## src/rtl/sweep_ctrl_pkg.sv

```systemverilog
// -----------------------------------------------------------------------------
// sweep_ctrl_pkg
// Shared definitions for the bouncing shift-register sequencer: FSM state
// encoding, length of the register clear phase and the watchdog multiplier.
// -----------------------------------------------------------------------------
package sweep_ctrl_pkg;

    typedef enum logic [2:0] {
        ST_IDLE,
        ST_CLR,
        ST_RUN,
        ST_HOLD,
        ST_DONE
    } state_t;

    // Number of cycles the shift register is held in reset before stepping.
    localparam int CLR_CYCLES = 2;

    // Watchdog trips after WDOG_MULT*N steps without a bounce.
    localparam int WDOG_MULT = 2;

    function automatic int wdog_limit(input int n);
        return WDOG_MULT * n;
    endfunction

endpackage

```

## src/rtl/sweep_prescaler.sv

```systemverilog
// -----------------------------------------------------------------------------
// sweep_prescaler
// Step-rate divider. Counts 0..i_div while enabled and produces o_tick in the
// cycle the count equals i_div, then wraps to 0. Holding i_en low freezes the
// count; i_clear forces it back to 0 and has priority.
// Ports:
//   clk, rst  : clock, synchronous active-high reset
//   i_clear   : force count to 0
//   i_en      : advance the count this cycle
//   i_div     : terminal count (step every i_div+1 enabled cycles)
//   o_tick    : terminal count reached on an enabled cycle
// -----------------------------------------------------------------------------
module sweep_prescaler #(
    parameter int DIV_W = 16
) (
    input  logic             clk,
    input  logic             rst,
    input  logic             i_clear,
    input  logic             i_en,
    input  logic [DIV_W-1:0] i_div,
    output logic             o_tick
);

    logic [DIV_W-1:0] r_count;

    assign o_tick = i_en && (r_count == i_div);

    always_ff @(posedge clk) begin
        if (rst || i_clear) begin
            r_count <= '0;
        end else if (i_en) begin
            r_count <= o_tick ? '0 : r_count + 1'b1;
        end
    end

endmodule

```

## src/rtl/sweep_ctrl.sv

```systemverilog
// -----------------------------------------------------------------------------
// sweep_ctrl
// Sequencer for one bouncing one-hot shift register. Clears the register,
// paces it with a programmable step rate, counts bounce periods, completes
// after cfg_periods bounces (or runs until stop when cfg_periods is 0),
// supports hold/abort and flags a stalled register with a step watchdog.
// Ports:
//   clk, rst     : clock, synchronous active-high reset
//   start        : pulse, begin a sequence (accepted in IDLE only)
//   stop         : pulse, abort to IDLE without done (wins over start)
//   hold         : level, freeze stepping while high
//   cfg_div      : step every cfg_div+1 cycles (latched on start)
//   cfg_periods  : bounce periods to run, 0 = endless (latched on start)
//   period_in    : period_count from the shift register
//   sh_ena       : shift-register step enable, one pulse per step
//   sh_rstn      : shift-register active-low reset
//   busy         : high in CLR, RUN, HOLD
//   done         : one-cycle pulse on completion
//   err          : sticky watchdog flag, cleared by rst or accepted start
//   runs_done    : bounces counted in the current/last sequence
// -----------------------------------------------------------------------------
module sweep_ctrl
    import sweep_ctrl_pkg::*;
#(
    parameter int N             = 8,
    parameter int COUNTER_WIDTH = 8,
    parameter int DIV_W         = 16
) (
    input  logic                     clk,
    input  logic                     rst,
    input  logic                     start,
    input  logic                     stop,
    input  logic                     hold,
    input  logic [DIV_W-1:0]         cfg_div,
    input  logic [COUNTER_WIDTH-1:0] cfg_periods,
    input  logic [COUNTER_WIDTH-1:0] period_in,
    output logic                     sh_ena,
    output logic                     sh_rstn,
    output logic                     busy,
    output logic                     done,
    output logic                     err,
    output logic [COUNTER_WIDTH-1:0] runs_done
);

    localparam int WDOG_LIMIT = wdog_limit(N);
    localparam int WD_W       = $clog2(WDOG_LIMIT + 1);
    localparam int CLR_W      = $clog2(CLR_CYCLES + 1);

    state_t                   r_state;
    logic                     r_sh_ena;
    logic                     r_sh_rstn;
    logic                     r_busy;
    logic                     r_done;
    logic                     r_err;
    logic [COUNTER_WIDTH-1:0] r_runs_done;
    logic [COUNTER_WIDTH-1:0] r_cfg_periods;
    logic [COUNTER_WIDTH-1:0] r_period_q;
    logic [DIV_W-1:0]         r_cfg_div;
    logic [WD_W-1:0]          r_wd;
    logic [CLR_W-1:0]         r_clr_cnt;

    logic                     w_active;
    logic                     w_start_ok;
    logic                     w_tick;
    logic                     w_bounce;
    logic [COUNTER_WIDTH-1:0] w_runs_inc;
    logic                     w_complete;
    logic [WD_W-1:0]          w_wd_next;
    logic                     w_wd_trip;

    assign w_active   = (r_state == ST_RUN) || (r_state == ST_HOLD);
    assign w_start_ok = (r_state == ST_IDLE) && start && !stop;

    // Bounces only count while stepping; the period_count drop caused by the
    // clear phase happens in CLR and is therefore ignored.
    assign w_bounce   = w_active && (period_in != r_period_q);
    assign w_runs_inc = r_runs_done + 1'b1;
    assign w_complete = w_bounce && (r_cfg_periods != '0) && (w_runs_inc == r_cfg_periods);

    // Watchdog counts emitted step pulses; a bounce restarts it.
    assign w_wd_next  = w_bounce ? '0 : r_wd + WD_W'(r_sh_ena);
    assign w_wd_trip  = w_active && (w_wd_next == WD_W'(WDOG_LIMIT));

    // The prescaler also runs on the HOLD cycle where hold has just dropped,
    // so exactly the hold-high cycles are removed from the step spacing.
    sweep_prescaler #(
        .DIV_W (DIV_W)
    ) u_prescaler (
        .clk     (clk),
        .rst     (rst),
        .i_clear (!w_active || stop),
        .i_en    (w_active && !hold && !stop),
        .i_div   (r_cfg_div),
        .o_tick  (w_tick)
    );

    always_ff @(posedge clk) begin
        r_period_q <= period_in;
        if (rst) begin
            r_state       <= ST_IDLE;
            r_sh_ena      <= 1'b0;
            r_sh_rstn     <= 1'b1;
            r_busy        <= 1'b0;
            r_done        <= 1'b0;
            r_err         <= 1'b0;
            r_runs_done   <= '0;
            r_cfg_periods <= '0;
            r_cfg_div     <= '0;
            r_wd          <= '0;
            r_clr_cnt     <= '0;
        end else begin
            r_sh_ena <= 1'b0;
            r_done   <= 1'b0;
            case (r_state)
                ST_IDLE: begin
                    if (w_start_ok) begin
                        r_state       <= ST_CLR;
                        r_sh_rstn     <= 1'b0;
                        r_busy        <= 1'b1;
                        r_err         <= 1'b0;
                        r_runs_done   <= '0;
                        r_cfg_div     <= cfg_div;
                        r_cfg_periods <= cfg_periods;
                        r_wd          <= '0;
                        r_clr_cnt     <= '0;
                    end
                end
                ST_CLR: begin
                    if (stop) begin
                        r_state   <= ST_IDLE;
                        r_sh_rstn <= 1'b1;
                        r_busy    <= 1'b0;
                    end else if (r_clr_cnt == CLR_W'(CLR_CYCLES - 1)) begin
                        r_state   <= ST_RUN;
                        r_sh_rstn <= 1'b1;
                        r_wd      <= '0;
                    end else begin
                        r_clr_cnt <= r_clr_cnt + 1'b1;
                    end
                end
                ST_RUN, ST_HOLD: begin
                    if (stop) begin
                        r_state <= ST_IDLE;
                        r_busy  <= 1'b0;
                    end else begin
                        if (w_bounce) begin
                            r_runs_done <= w_runs_inc;
                        end
                        // Completion outranks a watchdog trip on the same cycle.
                        if (w_complete) begin
                            r_state <= ST_DONE;
                            r_done  <= 1'b1;
                            r_busy  <= 1'b0;
                        end else if (w_wd_trip) begin
                            r_state <= ST_IDLE;
                            r_err   <= 1'b1;
                            r_busy  <= 1'b0;
                        end else begin
                            r_wd     <= w_wd_next;
                            r_sh_ena <= w_tick;
                            r_state  <= hold ? ST_HOLD : ST_RUN;
                        end
                    end
                end
                ST_DONE: begin
                    r_state <= ST_IDLE;
                end
                default: begin
                    r_state   <= ST_IDLE;
                    r_sh_rstn <= 1'b1;
                    r_busy    <= 1'b0;
                end
            endcase
        end
    end

    assign sh_ena    = r_sh_ena;
    assign sh_rstn   = r_sh_rstn;
    assign busy      = r_busy;
    assign done      = r_done;
    assign err       = r_err;
    assign runs_done = r_runs_done;

endmodule
```

## config.mk

```make
export PLATFORM = sky130hd
export DESIGN_NAME = sweep_ctrl
export DESIGN_NICKNAME = d
export VERILOG_FILES = /design/src/rtl/sweep_ctrl_pkg.sv /design/src/rtl/sweep_prescaler.sv /design/src/rtl/sweep_ctrl.sv
export SDC_FILE = /design/constraint.sdc
export NUM_CORES = 1
export LEC_CHECK = 0
export BUFFER_PORTS_ARGS = -buffer_cell sky130_fd_sc_hd__buf_4
export CORE_MARGIN = 2
export CORE_UTILIZATION = 61
export DETAILED_ROUTE_END_ITERATION = 10
export PLACE_DENSITY = 0.84
export REMOVE_ABC_BUFFERS = 1
export SYNTH_ARGS = -nofsm -noshare
export SYNTH_HDL_FRONTEND = slang
export SYNTH_SLANG_ARGS = --single-unit
```

## constraint.sdc

```tcl
create_clock -name clk -period 6.1 [get_ports clk]
set_input_delay 0.915 -clock clk [delete_from_list [all_inputs] [get_ports clk]]
set_output_delay 0.915 -clock clk [all_outputs]
set_load 0.01 [all_outputs]
```

---- Word level (Yosys, flattened, before mapping) ----
Index checks and enable logic that the tools add are counted.
word-level totals
  register bits ........................... 71
  input port bits ......................... 37
  output and inout bits ................... 13
  logic and storage cells ................. 113
cells by class
  add/subtract/negate cells ............... 4
  equal/unequal tests ..................... 21
  mux-type cells .......................... 40
  bitwise operators ....................... 3
  reductions and logical operators ........ 32
operators by type and width
  cell                     count
  $mux W5                  7
  $mux W8                  3
  $ne A2 B2 Y1 const B     10
  $add A16 B1 Y16 const B  1
  $eq A16 B16 Y1           1
  $mux W16                 1
  $pmux W8 S2              1
  $mux W3                  5
  $pmux W5 S3              1
  $mux W1                  13
  $reduce_and A4 Y1        3
  $logic_and A1 B1 Y1      9
  $pmux W3 S3              1
  $add A8 B1 Y8 const B    1
  $eq A8 B8 Y1             1
  $mux W2                  4
  $ne A8 B8 Y1             1
  $reduce_bool A8 Y1       1
  $reduce_and A7 Y1        1
  $eq A3 B2 Y1 const B     2
  $reduce_or A3 Y1         2
  $add A5 B1 Y5            1
  $eq A5 B5 Y1 const B     1
  $reduce_and A5 Y1        1
  20 further kinds         28

---- Depth between registers and ports, before layout ----
Gate-level depths: netlist of the first run.
  depth in word-level cells ............... 10
  depth in mapped cells ................... 8
  mapped depth without buffers ............ 8

---- By module ----
From an unflattened synthesis of the first run, not the netlist that was laid out.
unflattened totals
  cell total of the unflattened synthesis .. 413
  area total of the unflattened synthesis .. 3540.9 sq um
by module, submodules not included
  module           times used  cells an instance  area an instance (sq um)  sequential area each (sq um)
  sweep_ctrl       1           300                2512.4                    1101.1
  sweep_prescaler  1           113                1028.5                    320.3

---- Worst setup path before layout of the first run ----
No wires, ideal clock.
  path type ............................... input-to-reg
  start point ............................. input port period_in[7]
  end point ............................... register r_wd[3]
  setup time .............................. 0.086 ns
  data arrival time ....................... 2.509 ns
  data required time ...................... 6.014 ns
  path slack .............................. 3.506 ns
  cell stages on the path ................. 7
  buffers on the path ..................... 1
  cell sequence ........................... xor2_1 -> nor4_1 -> and4_1 -> buf_2 -> nor4b_1 -> a21oi_1 -> a211oi_1
between the ends
  word-level cells in the longest chain between the ends .. 7
  elaborated cells on any way between the ends .. 14
  those cells by class .................... 4 x eq/ne; 5 x mux; 5 x reduce/logical
RTL lines
  item                                                        RTL line                             source
  start, declared                                             sweep_ctrl.sv:36                     input logic [COUNTER_WIDTH-1:0] period_in,
  $ne A8 B8 Y1 *                                              sweep_ctrl.sv:76                     assign w_bounce = w_active && (period_in != r_period_q);
  $logic_and A1 B1 Y1 *                                       sweep_ctrl.sv:76
  $mux W5                                                     sweep_ctrl.sv:81                     assign w_wd_next = w_bounce ? '0 : r_wd + WD_W'(r_sh_ena);
  $eq A5 B5 Y1 or $mux W5 (tied branches)                     sweep_ctrl.sv:82, sweep_ctrl.sv:154
  $logic_and A1 B1 Y1 or $mux W5 (tied branches)              sweep_ctrl.sv:82, sweep_ctrl.sv:150
  $ne A2 B2 Y1 (no line) or $mux W5 (tied branches)           --
  $reduce_and A7 Y1 (no line) or $pmux W5 S3 (tied branches)  --
  end signal, assigned                                        sweep_ctrl.sv:159                    r_wd <= w_wd_next;
  end, declared                                               sweep_ctrl.sv:59                     logic [WD_W-1:0] r_wd;
Mark *: on every way between the ends. The rest lies on a longest branch, timed or not. The select of a mux whose other input is x is not followed.
A chain may end at the register's enable or synchronous reset.

---- Final worst setup path of the first run ----
  start point ............................. register r_runs_done[0], in the netlist runs_done[0]
  end point ............................... register r_sh_ena, in the netlist sh_ena
between the ends
  word-level cells in the longest chain between the ends .. 4
RTL lines
  item                        RTL line           source
  start, declared             sweep_ctrl.sv:55   logic [COUNTER_WIDTH-1:0] r_runs_done;
  start signal, assigned      sweep_ctrl.sv:147  r_runs_done <= w_runs_inc;
  $add A8 B1 Y8               sweep_ctrl.sv:77   assign w_runs_inc = r_runs_done + 1'b1;
  $eq A8 B8 Y1                sweep_ctrl.sv:78   assign w_complete = w_bounce && (r_cfg_periods != '0) && (w_runs_inc == r_cfg_periods);
  $logic_and A1 B1 Y1         sweep_ctrl.sv:78
  $reduce_or A5 Y1 (no line)  --
  end signal, assigned        sweep_ctrl.sv:160  r_sh_ena <= w_tick;
  end, declared               sweep_ctrl.sv:50   logic r_sh_ena;
No other way between the ends.

==> metrics.md, run 1 <==
| Metric | Value |
|---|---|
| Antenna-violating nets left | `0` |
| Power per cell area | `218 nW/um^2` |
| Status | `finished, final reports clean` |
| Port bufs | `49` |
| Height of the die | `79.2 um` |
| Layout Nets | `508` |
| Kind of cell adding the most delay to the critical path | `simple AND/OR/NAND/NOR gates` |
| Overall Power | `875 uW` |
| Synth Area in Simple Gates | `27.6%` |
| Yosys warns | `0` |
| Worst slew pin tran | `864 ps` |
| Vias | `3084` |
| EDFF count, synth | `0` |
| Max Buffers Root-to-Sink | `2` |
| Hold_buf cts | `0` |
| Clock buffer count from CTS | `9` |
| Drt total wl | `7410 um` |
| Netlist cell types | `52` |
| Seq/Total Area, Yosys | `41.2%` |
| HPWL Detailed | `5320 um` |
| Final setup violating endpoints | `0` |
| Final Hold Fails | `0` |
| Pint | `657 uW` |
| Comb pwr share | `8.5%` |
| Setup Buffers After CTS | `0` |
| Switching Power | `218 uW` |
| Vias in the first global route | `2781` |
| Main combinational cell family by area after synthesis | `simple AND/OR/NAND/NOR gates` |
| Post-route insts no fill | `543` |
| Starting Density | `63.1%` |
| Wire length per cell | `13.6 um` |
| Crit path max fanout | `9` |
| Skew final | `10.8 ps` |
| Crit-path cells | `ha_1, nand3_1, xnor2_1, nor4_2, or3b_1, or4_4, and3_1` |
| CP Capture Type | `flop` |
| Yosys reg bits | `71` |
| Clock Latency Late Sink | `340 ps` |
| GP Congestion | `0.898` |
| Layout cells sized above 1 | `15.3%` |
| Worst setup SP type | `flop` |
| Synthesized instance count | `420` |
| Max-slew violations | `0` |
| Global route overflow | `0` |
| Critical path buffer and inverter count | `0` |
| Mux contribution to synthesized area | `0%` |
| Syn Std Cell Area | `3450 um^2` |
| Worst Path Arrival | `3070 ps` |
| Worst rel slew slack | `41.9%` |
| TritonCTS Sinks | `71` |
| Synth Area per Inst | `8.22 um^2` |
| Die X | `79.2 um` |
| Placed insts | `527` |
| CTS tree | `yes` |
| # IOs | `50` |
| Iteration count of the initial detailed-routing pass | `4` |
| Synth Area in Compound Gates | `14.8%` |
| Root Driver | `clkbuf_8` |
| Setup TNS | `0 ps` |
| Async set or reset register ratio after synthesis | `0%` |
| Xor and xnor area share after synthesis | `12.2%` |
| # diodes | `0` |
| Row Count | `27` |
| Final Util | `73.5%` |
| Drt drc | `0` |
| Leakage | `1.54 nW` |
| Main synth FF type | `dfxtp_1` |
| Fmax achieved | `353 MHz` |
| Htree depth | `3` |
| Post-Synth Adder-Cell Area | `1.81%` |
| Clock power frac | `36.2%` |
| Clock slew at reported path FFs | `70 ps` |
| Core outline area | `5470 um^2` |
| DRT iter0 DRCs | `168` |
| Global-route wire length before repair | `12500 um` |
| Pin count of the biggest net entering global routing | `50` |
| Shortest period the worst path allows | `2830 ps` |
| CP required | `6340 ps` |
| Global-route usage over all layers | `24.8%` |
| Post_cts resized | `0` |
| Final cycle utilization of the critical path | `46.4%` |
| Crit Path Class | `flop to flop` |
| CP peak stage delay | `530 ps` |
| Peak supply drop | `0.147 mV` |
| Sw Share | `24.9%` |
| Number of max-cap violations | `0` |
| Antenna violations before repair | `0` |
| RSZ-0062 raised after global routing | `false` |
| Die ar. | `6280 um^2` |
| Reg power frac | `55.3%` |
| Area Overhead vs Synth | `16.5%` |
| Slowest CP cell | `or4_4` |
| DR vias/cell | `5.68` |
| Worst Hold Class | `flop to flop` |
[stage by stage]
step	setup slack (ps)	hold WS [ps]	cell area [um^2]
floorplan	3210	442	3390
detailed placement	2980	462	3860
CTS	3290	471	4020
global placement	3220	452	3860
finish	3270	470	4020
global route	3130	492	4020
[registers in the layout, summed over array words and instances (netlist names)]
| signal | flops |
|---|---|
| r_period_q | 8 |
| r_wd | 5 |
| r_cfg_periods | 8 |
| busy | 1 |
| sh_ena | 1 |
| u_prescaler.r_count | 16 |
| runs_done | 8 |
| err | 1 |
| done | 1 |
| r_clr_cnt | 2 |
| r_state | 3 |
| r_cfg_div | 16 |
| sh_rstn | 1 |
[metal layers]
metal	part of all wire, %	routed length [um]	GRT usage (%)	vias up
met3	4.7	350	5.11	12
met5	0	0	0	-
li1	-	-	-	1565
met1	47	3490	32.7	1435
met2	47	3450	40.3	72
met4	1.5	113	8.79	0
[cell families after synthesis]
family,count (synthesis)
flops,71
simple gates,189
buf+inv,22
fa+ha+maj,5
xor+xnor,48
compound gates,85
[final cells by class]
cell class                 count  area, um^2
clock buffer                  12         135
multi-input combinational    327        1950
sequential                    71        1420
fill                         440        1450
tap                           72        90.1
clock inverter                 4        22.5
inverter                       7        26.3
timing repair buffer          50         375
[power by group through the flow]
stage	Sequential, mW	Combinational (mW)	Clock (mW)
after global placement	0.494	0.0720	0
after floorplan	0.493	0.0385	0
after global routing	0.485	0.0829	0.341
final	0.484	0.0743	0.317
after detailed placement	0.494	0.0741	0
after CTS	0.484	0.0748	0.321
[worst min-delay path: stages (launching register included)]
cell and delay (ps):
dfxtp_1 320, nand2_1 50, a21oi_1 50
[path summary, 6_finish.rpt]
check	start	to	slack, ps	depth (start not counted)
setup / recovery	runs_done[0]	sh_ena	3270	7
hold / removal	r_cfg_div[12]	r_cfg_div[12]	470	2
setup reg to reg	runs_done[0]	sh_ena	3270	7
hold reg to reg	r_cfg_div[12]	r_cfg_div[12]	470	2
[synth_stat cells (3+ instances only)]
library cell | instances | area share (%)
nor3_1 | 8 | 1.2
nor2_1 | 39 | 4.2
nor4_1 | 5 | 0.91
inv_1 | 7 | 0.76
nand2_1 | 68 | 7.4
clkbuf_1 | 13 | 1.4
nand4_1 | 9 | 1.6
nand3_1 | 12 | 1.7
xor2_1 | 29 | 7.4
ha_1 | 5 | 1.8
dfxtp_1 | 71 | 41
a221oi_1 | 3 | 0.76
xnor2_1 | 19 | 4.8
a21oi_1 | 48 | 7.0
o22ai_1 | 3 | 0.54
and3_1 | 4 | 0.73
a31oi_1 | 3 | 0.54
or4_1 | 8 | 1.7
nand2b_1 | 8 | 1.5
o21ai_0 | 6 | 0.87
o21ai_1 | 3 | 0.43
a211oi_1 | 5 | 1.1
nor2b_1 | 3 | 0.54
and2_1 | 4 | 0.73
[placed cells by master (no fill, tap or decap), types with 2 or more instances in the layout]
cell type	instances
a211oi_1	5
clkbuf_8	9
nor3_1	7
inv_1	7
nor2_1	39
nand2_1	68
and3_1	4
o211ai_1	2
xor2_1	29
ha_1	5
clkbuf_1	3
or3b_1	2
or4_1	8
nand2b_1	8
nor4b_1	2
o22ai_1	3
o21ai_1	3
nand4_1	9
or2_1	2
xnor2_1	19
and4_1	2
nor4_1	5
nand3_1	12
a31oi_1	3
a21oi_1	48
o21ai_0	6
or3_1	2
or2_2	2
buf_4	50
and2_1	4
nor2b_1	3
dfxtp_1	71
a21boi_1	2
a221oi_1	3
clkinv_2	3
No activity file was read; power rests on OpenSTA's default activity.
==> run 2: changes to the inputs <==
--- a/config.mk
+++ b/config.mk
@@ -5,11 +5,12 @@
 export SDC_FILE = /design/constraint.sdc
 export NUM_CORES = 1
 export LEC_CHECK = 0
+export ABC_AREA = 1
 export BUFFER_PORTS_ARGS = -buffer_cell sky130_fd_sc_hd__buf_4
 export CORE_MARGIN = 2
-export CORE_UTILIZATION = 61
+export CORE_UTILIZATION = 57
 export DETAILED_ROUTE_END_ITERATION = 10
-export PLACE_DENSITY = 0.84
+export PLACE_DENSITY = 0.79
 export REMOVE_ABC_BUFFERS = 1
 export SYNTH_ARGS = -nofsm -noshare
 export SYNTH_HDL_FRONTEND = slang
==> constraint.sdc (replaced) <==
create_clock -name clk -period 2.66 [get_ports clk]
set_input_delay 0.399 -clock clk [delete_from_list [all_inputs] [get_ports clk]]
set_output_delay 0.399 -clock clk [all_outputs]
set_load 0.01 [all_outputs]
==> run 2 against run 1 <==
Against the previous run: maximum frequency up 30%; worst hold slack worse by 300 ps; critical path depth up 7; highest routed layer unchanged; sequential cell count unchanged; largest power group unchanged; combinational power rose to 8.5 times the previous value; clock-buffer cell count up 1; clock power rose to 2.5 times the previous value; total power rose to 3.0 times the previous value; register-to-register slack worse by 2800 ps; non-clock buffer count up 1; sequential share of layout area down 1.8 points; final cell count up 19%.
==> metrics.md, run 2 <==
| Metric | Value |
|---|---|
| Status | `finished, final reports clean` |
| Syn Std Cell Area | `3650 um^2 (+5.7%)` |
| Hold_buf cts | `0 (unchanged)` |
| Yosys reg bits | `71 (unchanged)` |
| Slowest CP cell | `dfxtp_1` |
| Placed insts | `631 (+20%)` |
| TritonCTS Sinks | `71 (unchanged)` |
| Starting Density | `58.1% (-5.0 points)` |
| Most frequent cells in the layout | `nand2_1 (95), dfxtp_1 (71), inv_1 (66), nor2_1 (66), buf_4 (51)` |
| # diodes | `0 (unchanged)` |
| Global-route usage over all layers | `24.5% (-0.34 points)` |
| Vias | `3465 (+12%)` |
| Kind of cell adding the most delay to the critical path | `simple AND/OR/NAND/NOR gates` |
| Shortest period the worst path allows | `2180 ps (-652 ps)` |
| Setup Buffers After CTS | `0 (unchanged)` |
| Cell taking the most area after synthesis | `dfxtp_1` |
| Leakage | `1.84 nW (+20%)` |
| Antenna-violating nets left | `0 (unchanged)` |
| Wire length per cell | `12.9 um (-5.7%)` |
| Peak supply drop | `0.381 mV (+160%)` |
| # IOs | `50 (unchanged)` |
| CP required | `2880 ps (-3460 ps)` |
| Root Driver | `clkbuf_8` |
| Yosys warns | `0 (unchanged)` |
| DR vias/cell | `5.36 (-5.7%)` |
| Clock slew at reported path FFs | `70 ps (about the same)` |
| CTS tree | `yes` |
| Post-route insts no fill | `647 (+19%)` |
| Fmax achieved | `459 MHz (+30%)` |
| Synth Area per Inst | `7.07 um^2 (-14%)` |
| Main synth FF type | `dfxtp_1` |
| Max-slew violations | `0 (unchanged)` |
| Drt drc | `0 (unchanged)` |
| Most frequent cell after synthesis | `nand2_1` |
| Setup TNS | `0 ps (unchanged)` |
| Row Count | `29 (+7.4%)` |
| Iteration count of the initial detailed-routing pass | `4 (unchanged)` |
| Top area cells in the synthesized netlist | `dfxtp_1 (39%), nand2_1 (9.8%), inv_1 (6.8%)` |
| Crit Path Class | `flop to flop` |
| CP Capture Type | `flop` |
| Height of the die | `84.0 um (+6.0%)` |
| Worst setup SP type | `flop` |
| Die X | `84.0 um (+6.0%)` |
| Final setup violating endpoints | `0 (unchanged)` |
| Drt total wl | `8330 um (+12%)` |
| Async set or reset register ratio after synthesis | `0% (unchanged)` |
| Most common cell on crit path | `nand2_1` |
| Final Hold Fails | `0 (unchanged)` |
| Vias in the first global route | `3297 (+19%)` |
| DRT iter0 DRCs | `157 (-6.5%)` |
| Layout Nets | `607 (+19%)` |
| Netlist cell types | `37 (-29%)` |
| Crit path max fanout | `7 (-2)` |
| Global-route wire length before repair | `14100 um (+12%)` |
| Area Overhead vs Synth | `16.3%` |
| Largest regs | `r_cfg_div (16), u_prescaler.r_count (16)` |
| Worst Hold Class | `input pin to flop` |
| Post_cts resized | `0 (unchanged)` |
| Skew final | `9.63 ps (-1.16 ps)` |
| EDFF count, synth | `0 (unchanged)` |
| GP Congestion | `0.879 (-2.1%)` |
| Commonest non-fill, non-tap cell in the layout | `nand2_1` |
| Number of max-cap violations | `0 (unchanged)` |
| Antenna violations before repair | `0 (unchanged)` |
| HPWL Detailed | `6040 um (+13%)` |
| Top cell type's share of synthesized area | `39.0% (-2.2 points)` |
| Htree depth | `3 (unchanged)` |
| Pin count of the biggest net entering global routing | `41 (-18%)` |
| Critical path buffer and inverter count | `0 (unchanged)` |
| RSZ-0062 raised after global routing | `false` |
| Final cycle utilization of the critical path | `81.9% (+35 points)` |
| Layout cells sized above 1 | `18.1% (+2.8 points)` |
| Power per cell area | `626 nW/um^2 (+190%)` |
| Synthesized instance count | `516 (+23%)` |
| Max Buffers Root-to-Sink | `2 (unchanged)` |
| Synth top cells by count | `nand2_1 (95), dfxtp_1 (71), inv_1 (66), nor2_1 (66), a21oi_1 (41)` |
| Worst slew pin tran | `455 ps (-409 ps)` |
| Core outline area | `6280 um^2 (+15%)` |
| Worst rel slew slack | `69.6% (+28 points)` |
| Clock buffer count from CTS | `9 (unchanged)` |
| Global route overflow | `0 (unchanged)` |
| Worst Path Arrival | `2400 ps (-670 ps)` |
| Die ar. | `7050 um^2 (+12%)` |
| Port bufs | `49 (unchanged)` |
| Crit-path cells | `ha_1, nand2_1, nor2_2, nand2_1, nand2_1, nand2_1, nand2_1, nand3_1, nor2_2, nand2_1, nand3_1, nand3_1, nand2_1, a21oi_1` |
| Seq/Total Area, Yosys | `39.0% (-2.2 points)` |
| CP peak stage delay | `490 ps (-40 ps)` |
| Clock Latency Late Sink | `350 ps (about the same)` |
[run 2: changes by cell type in the layout (fill, tap and decap cells not counted), moves of 6 or more]
cell      before  now
xnor2_1       19    9
nand2_1       68   95
inv_2          0    6
or4_1          8    0
nand2b_1       8    0
nor3_1         7   13
o21ai_0        6   34
inv_1          7   66
nor2_1        39   66
xor2_1        29    9
a21oi_1       48   41
nand2_2        0    7
nand3_1       12   33
[run 2: cells by family (layout without fill, tap and decap cells)]
group | after synthesis | count (layout) | share of synthesized area (%)
flip-flops | 71 | 71 | 39.0
buffers and inverters | 85 | 139 | 9.06
AND/OR/NAND/NOR | 245 | 245 | 31.4
adder cells (fa/ha/maj) | 5 | 5 | 1.72
XOR/XNOR | 18 | 18 | 4.32
AO/OA/AOI/OAI | 92 | 92 | 14.6
[run 2: layer usage]
metal	GRT usage [%]	vias to the layer above	share of wire (%)
li1	-	1763	-
met1	29.9	1604	43
met2	42.3	79	49
met3	3.66	19	4.7
met4	11.3	0	2.6
met5	0	-	0
[run 2: power breakdown]
group	internal [mW]	switching, mW
sequential	1.15	0.0761
clock	0.387	0.405
combinational	0.254	0.379
[run 2: per-stage QoR]
stage / utilization (%) / setup WS, ps / cell area [um^2] / power (mW) / hold WS [ps]
after floorplan: - / 616 / 3590 / 1.69 / 424
after global placement: 64.8 / 649 / 4070 / 1.86 / 437
after detailed placement: 64.8 / 575 / 4070 / 1.88 / 448
after CTS: 67.6 / 484 / 4240 / 2.66 / 162
after global routing: 67.6 / 238 / 4240 / 2.80 / 161
final: 67.6 / 481 / 4240 / 2.66 / 167
[run 2: area by class of cell]
cell class / instances / area, um^2
clock buffers: 13 / 159
clock inverters: 3 / 17.5
fillers: 548 / 2040
inverters: 72 / 270
multi-input cells: 360 / 1890
flip-flops and latches: 71 / 1420
well taps: 77 / 96.3
repair buffers: 51 / 383
[run 2: path summary, 6_finish.rpt]
path,startpoint,end,slack [ps],cells past startpoint
setup / recovery,runs_done[0],busy,480,14
hold / removal,period_in[4],r_period_q[4],170,1
setup reg to reg,runs_done[0],busy,480,14
hold reg to reg,r_wd[0],r_wd[0],460,2
==> run 3: changes to the inputs <==
--- a/config.mk
+++ b/config.mk
@@ -8,9 +8,9 @@
 export ABC_AREA = 1
 export BUFFER_PORTS_ARGS = -buffer_cell sky130_fd_sc_hd__buf_4
 export CORE_MARGIN = 2
-export CORE_UTILIZATION = 57
+export CORE_UTILIZATION = 52
 export DETAILED_ROUTE_END_ITERATION = 10
-export PLACE_DENSITY = 0.79
+export PLACE_DENSITY = 0.76
 export REMOVE_ABC_BUFFERS = 1
 export SYNTH_ARGS = -nofsm -noshare
 export SYNTH_HDL_FRONTEND = slang
==> constraint.sdc (replaced) <==
create_clock -name clk -period 2 [get_ports clk]
set_input_delay 0.3 -clock clk [delete_from_list [all_inputs] [get_ports clk]]
set_output_delay 0.3 -clock clk [all_outputs]
set_load 0.01 [all_outputs]
==> run 3 against run 2 <==
Against the previous run: register-to-register slack got worse by 400 ps; clock-buffer cell count stayed put; maximum frequency grew 14%; critical path depth down 3; via count rose by 0.32%; critical path type unchanged.
==> metrics.md, run 3 (synthesis gave the netlist of run 2 again) <==
| Metric | Value |
|---|---|
| Status | `finished, final reports clean` |
| Comb pwr share | `25.5% (+1.7 points)` |
| Largest regs | `r_cfg_div (16), u_prescaler.r_count (16)` |
| Fmax achieved | `521 MHz (+14%)` |
| Global-route wire length before repair | `13500 um (-4.1%)` |
| Global route overflow | `0 (unchanged)` |
| Slowest CP cell | `dfxtp_1` |
| HPWL Detailed | `6130 um (+1.6%)` |
| Switching Power | `1.16 mW (+35%)` |
| Wire length per cell | `12.7 um (-1.1%)` |
| Crit path max fanout | `7 (unchanged)` |
| Worst rel slew slack | `74.8% (+5.2 points)` |
| Global routing usage on met2 | `39.3% (-3.0 points)` |
| Die ar. | `7700 um^2 (+9.1%)` |
| Core outline area | `6790 um^2 (+8.2%)` |
| Critical path buffer and inverter count | `0 (unchanged)` |
| Max-slew violations | `0 (unchanged)` |
| Antenna violations before repair | `0 (unchanged)` |
| Peak supply drop | `0.497 mV (+30%)` |
| # diodes | `0 (unchanged)` |
| Port bufs | `49 (unchanged)` |
| CP required | `2230 ps (-650 ps)` |
| Overall Power | `3.54 mW (+33%)` |
| Crit-path cells | `nand2_1, nor2_1, nand2_1, nand2_1, nand2_1, nor2_2, nor3_4, a21oi_4, nand2_4, o21ai_2, nor2_1` |
| Max Buffers Root-to-Sink | `2 (unchanged)` |
| Commonest non-fill, non-tap cell in the layout | `nand2_1` |
| Leakage | `1.90 nW (+3.1%)` |
| Crit Path Class | `flop to flop` |
| Worst Hold Class | `input pin to flop` |
| Global-route usage over all layers | `22.3% (-2.2 points)` |
| Number of max-cap violations | `0 (unchanged)` |
| Die X | `87.7 um (+4.5%)` |
| Final setup violating endpoints | `0 (unchanged)` |
| Area Overhead vs Synth | `20.7%` |
| Placed cell areas | `4160 um^2 (+2.2%)` |
| Hold path startpoint | `period_in[6]` |
| Placed insts | `659 (+4.4%)` |
| Sw Share | `32.8% (+0.40 points)` |
| Drt drc | `0 (unchanged)` |
| Skew final | `10.9 ps (+1.31 ps)` |
| Root Driver | `clkbuf_8` |
| Final WS setup | `80.9 ps (-400 ps)` |
| CP Capture Type | `flop` |
| DR vias/cell | `5.14 (-4.0%)` |
| Hold Path Cell Cnt | `1 (unchanged)` |
| Clock Latency Late Sink | `340 ps (about the same)` |
| # IOs | `50 (unchanged)` |
| Starting Density | `53.7% (-4.4 points)` |
| Reg power frac | `46.2% (about the same)` |
| Power per cell area | `804 nW/um^2 (+28%)` |
| Pin count of the biggest net entering global routing | `41 (unchanged)` |
| Shortest period the worst path allows | `1920 ps (-260 ps)` |
| Most common cell on crit path | `nand2_1` |
| WHS Endpoint | `r_period_q[6]` |
| Worst slew pin tran | `378 ps (-77.1 ps)` |
| Pint | `2.38 mW (+32%)` |
| Clock buffer count from CTS | `9 (unchanged)` |
| Reg2reg setup slack | `80 ps (-400 ps)` |
| WHS | `74.6 ps (-92.6 ps)` |
| Worst Path Arrival | `2150 ps (-250 ps)` |
| Met3 Use GR | `6.50% (+2.8 points)` |
| Antenna-violating nets left | `0 (unchanged)` |
| Multi-input logic area | `1950 um^2 (+2.8%)` |
| TritonCTS Sinks | `71 (unchanged)` |
| Layout cells sized above 1 | `21.6% (+3.5 points)` |
| RR Startpoint | `runs_done[3]` |
| Clock slew at reported path FFs | `80 ps (about the same)` |
| Drt total wl | `8600 um (+3.3%)` |
| Filler cells | `603 (+10%)` |
| Vias in the first global route | `3197 (-3.0%)` |
| CP peak stage delay | `420 ps (-70 ps)` |
| Final Hold Fails | `0 (unchanged)` |
| DRT iter0 DRCs | `156 (-0.64%)` |
| Post-route insts no fill | `676 (+4.5%)` |
| Dpl ws | `85.6 ps (-489 ps)` |
| CTS tree | `yes` |
| Row Count | `30 (+3.4%)` |
| Htree depth | `3 (unchanged)` |
| GR Layer Usage met1 | `25.4% (-4.5 points)` |
| Final Cell Area | `4400 um^2 (+3.7%)` |
| Most frequent cells in the layout | `nand2_1 (93), dfxtp_1 (69), inv_1 (66)` |
| Iteration count of the initial detailed-routing pass | `5 (+1)` |
| GP Congestion | `0.913 (+3.9%)` |
| Vias | `3476 (+0.32%)` |
| Register area | `1420 um^2 (+0.18%)` |
| GR peak layer | `met2` |
| FF-to-FF End | `r_wd[2]` |
| Height of the die | `87.7 um (+4.5%)` |
| Final cycle utilization of the critical path | `96.0% (+14 points)` |
| Clock power frac | `28.3% (-1.5 points)` |
| Kind of cell adding the most delay to the critical path | `simple AND/OR/NAND/NOR gates` |
| Worst setup SP type | `flop` |
| Layout Nets | `617 (+1.6%)` |
| Reg2Reg Depth | `11 (-3)` |
==> run 3: cell types whose count changed in the layout (fill, tap and decap cells not counted), moves of 2 or more <==
cell	before	now
dfxtp_1	71	69
buf_4	51	60
dfxtp_2	0	2
nand3_2	2	6
nand2_1	95	93
nand3_1	33	29
nand2_2	7	9
==> run 3: worst max-delay path by stage <==
stage                  from      endpoint  cells after the start
2_1_floorplan    r_state[0]  runs_done[5]                     12
3_3_place_gp   runs_done[0]          busy                     11
3_5_place_dp   runs_done[0]          busy                     11
4_1_cts        runs_done[0]          busy                     13
5_1_grt        runs_done[1]       r_wd[4]                     13
6_report       runs_done[3]       r_wd[2]                     11
==> run 3: metrics by stage <==
stage / utilization, % / TNS, ps
after floorplan: - / -201
after global placement: 61.2 / 0
after detailed placement: 61.2 / 0
after CTS: 63.6 / 0
after global routing: 64.8 / -326
final: 64.8 / 0
==> run 3: power by group through the flow <==
| stage | registers, mW | logic [mW] | clock network [mW] |
|---|---|---|---|
| 3_5_place_dp | 1.66 | 0.857 | 0 |
| 3_3_place_gp | 1.66 | 0.835 | 0 |
| 6_report | 1.64 | 0.901 | 1.00 |
| 2_1_floorplan | 1.66 | 0.585 | 0 |
| 4_1_cts | 1.63 | 0.860 | 1.03 |
| 5_1_grt | 1.65 | 1.01 | 1.09 |
==> run 3: repair_timing <==
action                                  4_1_cts  5_1_grt
endpoints found under the setup margin        0       10
setup buffers                                 0        1
gates resized for setup                       0       15
hold buffers                                  0        0
==> run 3: layer usage <==
| metal | part of all wire (%) | wire (um) | up-vias |
|---|---|---|---|
| met1 | 43 | 3660 | 1580 |
| met4 | 1.5 | 127 | 0 |
| met2 | 51 | 4400 | 98 |
| li1 | - | - | 1785 |
| met5 | 0 | 0 | - |
| met3 | 4.9 | 418 | 13 |
==> run 3: cell type report <==
| cell class | count | share of cell area [%] |
|---|---|---|
| multi-input combinational | 360 | 44.3 |
| clock buffer | 13 | 3.38 |
| timing repair buffer | 61 | 10.7 |
| tap | 96 | 2.73 |
| clock inverter | 3 | 0.426 |
| sequential | 71 | 32.4 |
| inverter | 72 | 6.14 |
